File: src/rtl/regfile_pkg.sv
// regfile_pkg: shared constants, width helpers and index type for regfile_sb.
// No ports; imported by reg_scoreboard and regfile_sb.
package regfile_pkg;

    localparam int XLEN_D  = 32;
    localparam int NREGS_D = 32;
    localparam int NREAD_D = 2;

    // Address width for an n-entry file (at least 1 bit).
    function automatic int aw_of(input int n);
        return (n > 1) ? $clog2(n) : 1;
    endfunction

    // Counter width able to hold the value n itself.
    function automatic int cw_of(input int n);
        return $clog2(n + 1);
    endfunction

    localparam int AW_D = aw_of(NREGS_D);
    localparam int CW_D = cw_of(NREGS_D);

    typedef logic [AW_D-1:0] reg_idx_t;

endpackage

File: src/rtl/reg_scoreboard.sv
// reg_scoreboard: per-register pending bits with flush > issue > write-back
// priority. Ports: clk, rst_n, issue_*, wb_*, flush in; pending, busy_count, any_busy out.
module reg_scoreboard
    import regfile_pkg::*;
#(
    parameter int NREGS    = NREGS_D,
    parameter bit ZERO_REG = 1'b1,
    localparam int AW      = aw_of(NREGS),
    localparam int CW      = cw_of(NREGS)
) (
    input  logic             clk,
    input  logic             rst_n,
    input  logic             issue_valid,
    input  logic [AW-1:0]    issue_addr,
    input  logic             wb_valid,
    input  logic [AW-1:0]    wb_addr,
    input  logic             flush,
    output logic [NREGS-1:0] pending,
    output logic [CW-1:0]    busy_count,
    output logic             any_busy
);

    logic [NREGS-1:0] pend_d;
    logic [CW-1:0]    cnt_d;

    // Later assignments win: wb clear, then issue set, then flush clear.
    // Out-of-range addresses never match an index below NREGS.
    always_comb begin
        pend_d = pending;
        for (int r = 0; r < NREGS; r++) begin
            if (wb_valid && wb_addr == AW'(r))
                pend_d[r] = 1'b0;
            if (issue_valid && issue_addr == AW'(r))
                pend_d[r] = 1'b1;
        end
        if (ZERO_REG)
            pend_d[0] = 1'b0;
        if (flush)
            pend_d = '0;
    end

    always_comb begin
        cnt_d = '0;
        for (int r = 0; r < NREGS; r++)
            cnt_d = cnt_d + CW'(pend_d[r]);
    end

    always_ff @(posedge clk or negedge rst_n) begin
        if (!rst_n) begin
            pending    <= '0;
            busy_count <= '0;
            any_busy   <= 1'b0;
        end else begin
            pending    <= pend_d;
            busy_count <= cnt_d;
            any_busy   <= |pend_d;
        end
    end

endmodule

File: src/rtl/regfile_sb.sv
// regfile_sb: register file with NREAD combinational read ports, one write-back
// port, optional bypass and zero register, plus RAW scoreboard. Ports: clk, rst_n,
// rd_addr/rd_data/rd_busy, issue_*, wb_*, flush, busy_count, any_busy.
module regfile_sb
    import regfile_pkg::*;
#(
    parameter int XLEN     = XLEN_D,
    parameter int NREGS    = NREGS_D,
    parameter int NREAD    = NREAD_D,
    parameter bit ZERO_REG = 1'b1,
    parameter bit BYPASS   = 1'b1,
    localparam int AW      = aw_of(NREGS),
    localparam int CW      = cw_of(NREGS)
) (
    input  logic                       clk,
    input  logic                       rst_n,
    input  logic [NREAD-1:0][AW-1:0]   rd_addr,
    output logic [NREAD-1:0][XLEN-1:0] rd_data,
    output logic [NREAD-1:0]           rd_busy,
    input  logic                       issue_valid,
    input  logic [AW-1:0]              issue_addr,
    input  logic                       wb_valid,
    input  logic [AW-1:0]              wb_addr,
    input  logic [XLEN-1:0]            wb_data,
    input  logic                       flush,
    output logic [CW-1:0]              busy_count,
    output logic                       any_busy
);

    localparam logic [AW:0] NR = (AW + 1)'(NREGS);

    logic [XLEN-1:0]  mem [NREGS];
    logic [NREGS-1:0] pending;
    logic             wr_en;

    function automatic logic in_rng(input logic [AW-1:0] a);
        return {1'b0, a} < NR;
    endfunction

    function automatic logic live(input logic [AW-1:0] a);
        return in_rng(a) && !(ZERO_REG && a == '0);
    endfunction

    reg_scoreboard #(
        .NREGS    (NREGS),
        .ZERO_REG (ZERO_REG)
    ) u_sb (
        .clk         (clk),
        .rst_n       (rst_n),
        .issue_valid (issue_valid),
        .issue_addr  (issue_addr),
        .wb_valid    (wb_valid),
        .wb_addr     (wb_addr),
        .flush       (flush),
        .pending     (pending),
        .busy_count  (busy_count),
        .any_busy    (any_busy)
    );

    assign wr_en = wb_valid && live(wb_addr);

    always_ff @(posedge clk or negedge rst_n) begin
        if (!rst_n) begin
            for (int r = 0; r < NREGS; r++)
                mem[r] <= '0;
        end else if (wr_en) begin
            mem[wb_addr] <= wb_data;
        end
    end

    // Bypassed data is never busy: its producer is completing this cycle.
    always_comb begin
        for (int i = 0; i < NREAD; i++) begin
            rd_data[i] = '0;
            rd_busy[i] = 1'b0;
            if (live(rd_addr[i])) begin
                if (BYPASS && wb_valid && wb_addr == rd_addr[i]) begin
                    rd_data[i] = wb_data;
                end else begin
                    rd_data[i] = mem[rd_addr[i]];
                    rd_busy[i] = pending[rd_addr[i]];
                end
            end
        end
    end

endmodule

File: config.mk
export PLATFORM = sky130hd
export DESIGN_NAME = regfile_sb
export DESIGN_NICKNAME = d
export VERILOG_FILES = /design/src/rtl/regfile_pkg.sv /design/src/rtl/reg_scoreboard.sv /design/src/rtl/regfile_sb.sv
export SDC_FILE = /design/constraint.sdc
export NUM_CORES = 2
export LEC_CHECK = 0
export ABC_AREA = 1
export CORE_ASPECT_RATIO = 2
export CORE_MARGIN = 2
export CORE_UTILIZATION = 40
export DETAILED_ROUTE_END_ITERATION = 16
export MAX_ROUTING_LAYER = met4
export PLACE_DENSITY = 0.6
export SETUP_SLACK_MARGIN = 0.5
export SYNTH_ARGS = -nofsm -noshare
export SYNTH_HDL_FRONTEND = slang
export SYNTH_SLANG_ARGS = --single-unit
File: constraint.sdc
create_clock -name clk -period 7.4 [get_ports clk]
set_input_delay 1.48 -clock clk [delete_from_list [all_inputs] [get_ports clk]]
set_output_delay 1.48 -clock clk [all_outputs]
set_load 0.01 [all_outputs]
==> impl_metrics.py <==
metrics = {
    "status": {
        "status": "finished clean",
    },
    "final_layout": {
        "fin_nets": 8558,
        "mostFrequentLayoutCells": "2645 x nand2_1, 1301 x o21ai_0, 1157 x nand3_1",
        "drive_above_1_share": 0.0533,
        "final_common_cell": "nand2_1",
        "stdcell_count": 10614,
        "syn2layout_area_growth_pct": 9.01,
    },
    "synthesis": {
        "synth_cell_types": 34,
        "postSynthCellCount": 8852,
        "synth_area_sq_um": 62000,
        "synth-simple-area-share": 0.278,
        "synth_fa_ha_area_frac": 0.00905,
        "synth_xor_area_frac": 0.000424,
        "syn-num-nets": 8940,
        "synth_mux_area_frac": 0,
        "synth_top_family_by_area": "simple AND/OR/NAND/NOR gates",
        "ys_ff_latch": 1062,
        "yosys_warnings": 0,
        "avgSynthCellArea_sq_um": 7.00,
        "yosysSeqAreaShare": 0.429,
        "synth-compound-area-share": 0.173,
    },
    "critical_path": {
        "arrival_ns": 7.18,
        "cp-start-kind": "input port",
        "critPathCaptureType": "flip-flop",
        "path_class": "in -> reg",
        "cp.required_ns": 8.02,
        "rr_worst_depth": 19,
        "worst-path-max-fanout": 8,
        "r2r_end": "u_sb.busy_count[4]",
        "r2r_start": "u_sb.pending[28]",
        "worstSetupStartpoint": "wb_valid",
        "cp-endpoint": "u_sb.busy_count[4]",
        "r2r_setup_slack_ns": 2.26,
    },
    "floorplanning": {
        "io_pins": 130,
        "rows": 204,
        "core_area_sq_um": 154000,
        "dieArea_sq_um": 158000,
        "die_h_um": 561,
        "fp.dieW_um": 282,
        "start_util": 0.402,
    },
    "placed_design": {
        "post-place-ws_ns": 0.0829,
        "place.gp.congestion": 0.893,
        "dp_hpwl_um": 146000,
        "io_buffers": 129,
        "dp_cells": 10424,
    },
    "sta": {
        "tightest_slew_ns": 1.26,
        "whs_ns": 0.378,
        "drv_slew": 0,
        "min_period_ns": 6.56,
        "final_hold_viol_count": 0,
        "fin_setup_tns_ns": 0,
        "slew_headroom": 0.157,
        "max_freq_mhz": 153,
        "setup_viol": 0,
        "fin_ws_ns": 0.844,
        "fin_skew_ns": 0.0298,
        "rsz0062_at_grt": "false",
        "period_share": 0.886,
    },
    "detailed_routing": {
        "routed_via_density": 5.82,
        "avgRoutedWirePerCell_um": 24.3,
        "ant_nets": 0,
        "wl_um": 258000,
        "via_count": 61797,
        "route.detailed.drc": 0,
        "drt_iter0_markers": 8012,
        "drt-pass1-iter-count": 6,
    },
    "min_path": {
        "min_path_type": "reg -> reg",
        "hold_depth": 0,
    },
    "clock_network": {
        "root_buffer": "clkbuf_16",
        "hold_buffers": 0,
        "cts.repair.resized": 0,
        "cts_max_path_buffers": 3,
        "insertion_delay_ns": 0.73,
        "htreeDepth": 3,
        "tritoncts": "done",
        "cts_setup_buffers": 0,
        "cts_sinks": 1062,
        "path_clk_slew_ns": 0.07,
        "cts_made_buffers": 104,
    },
    "grt": {
        "overflow": 0,
        "grt_pass1_wl_um": 383000,
        "track_usage": 0.333,
        "grt_pass1_vias": 59054,
        "grt_max_degree": 169,
        "antenna_found_initial": 7,
    },
    "power_and_ir_drop": {
        "power.total_mw": 16.8,
        "vdd_drop_max_mv": 0.196,
        "p_leak_nw": 32.1,
        "p_per_area_nw_per_um2": 249,
    },
    "job": {
        "cap_violations": 0,
    },
}
[cells in the mapped netlist, drive strengths merged]
cell type	count	area, sq um
nand2	2664	10000
o21ai	1321	6610
nand3	1163	5850
dfrtp	1062	26600
inv	857	3220
buf	446	2330
clkbuf	350	1310
o211ai	329	2470
a21oi	315	1580
nor2	231	912
or2	58	363
fa	23	460
ha	8	100
nand3b	6	45.0
o22ai	4	25.0
a211oi	3	27.5
nand4	3	18.8
xor2	3	26.3
clkinv	2	7.51
nor3	2	10.0
a21boi	1	7.51
a31oi	1	6.26
[report_power, final]
group	internal (mW)	switching [mW]	total, mW
clock	3.14	2.48	5.63
combinational	1.26	2.38	3.65
sequential	6.89	0.634	7.53
total	11.3	5.50	16.8
[area by class of cell]
| class | count | area (sq um) |
|---|---|---|
| fill | 15853 | 86600 |
| sequential | 1062 | 26600 |
| inverter | 859 | 3260 |
| tap | 2060 | 2580 |
| antenna | 5 | 12.5 |
| clock inverter | 35 | 459 |
| clock buffer | 150 | 2990 |
| timing repair buffer | 308 | 2940 |
| multi-input combinational | 6135 | 28700 |
[flip-flops by register name, summed over array words and instances (netlist names)]
name and count:
u_sb.busy_count 6, u_sb.any_busy 1, mem 1024, u_sb.pending 31
[stage by stage]
stage | utilization | instance area [sq um]
6_report | 0.438 | 67500
3_3_place_gp | 0.416 | 64100
3_5_place_dp | 0.416 | 64100
4_1_cts | 0.438 | 67500
2_1_floorplan | - | 62000
5_1_grt | 0.438 | 67500
[layer usage]
| layer | up-vias | wire length, um | track usage |
|---|---|---|---|
| met4 | 0 | 17500 | 0.196 |
| li1 | 27886 | - | - |
| met1 | 29516 | 96700 | 0.408 |
| met2 | 3563 | 118000 | 0.518 |
| met5 | - | 0 | - |
| met3 | 832 | 25200 | 0.0510 |
[critical path, stage by stage]
cell	delay [ns]
clkdlybuf4s50_1	0.74
nand3_1	0.27
nor2_4	0.17
o21ai_0	0.15
nand2_1	0.12
inv_1	0.10
fa_1	0.51
inv_1	0.06
fa_1	0.50
inv_1	0.05
fa_1	0.48
inv_1	0.05
fa_1	0.52
fa_1	0.44
fa_1	0.53
fa_1	0.17
inv_1	0.06
fa_1	0.45
nand3_1	0.10
nand3_1	0.08
xor2_1	0.15
[cell families after synthesis]
family	count (synthesis)
adder cells (fa/ha/maj)	31
AO/OA/AOI/OAI	1974
flip-flops	1062
buffers and inverters	1655
AND/OR/NAND/NOR	4127
XOR/XNOR	3
[how the worst min path moves through the flow]
stage / startpoint / to
3_3_place_gp: mem[1023] / mem[1023]
6_report: mem[995] / mem[995]
2_1_floorplan: mem[1006] / mem[1006]
5_1_grt: mem[1023] / mem[1023]
4_1_cts: mem[995] / mem[995]
3_5_place_dp: mem[995] / mem[995]
Power figures use the tool's default switching activity.
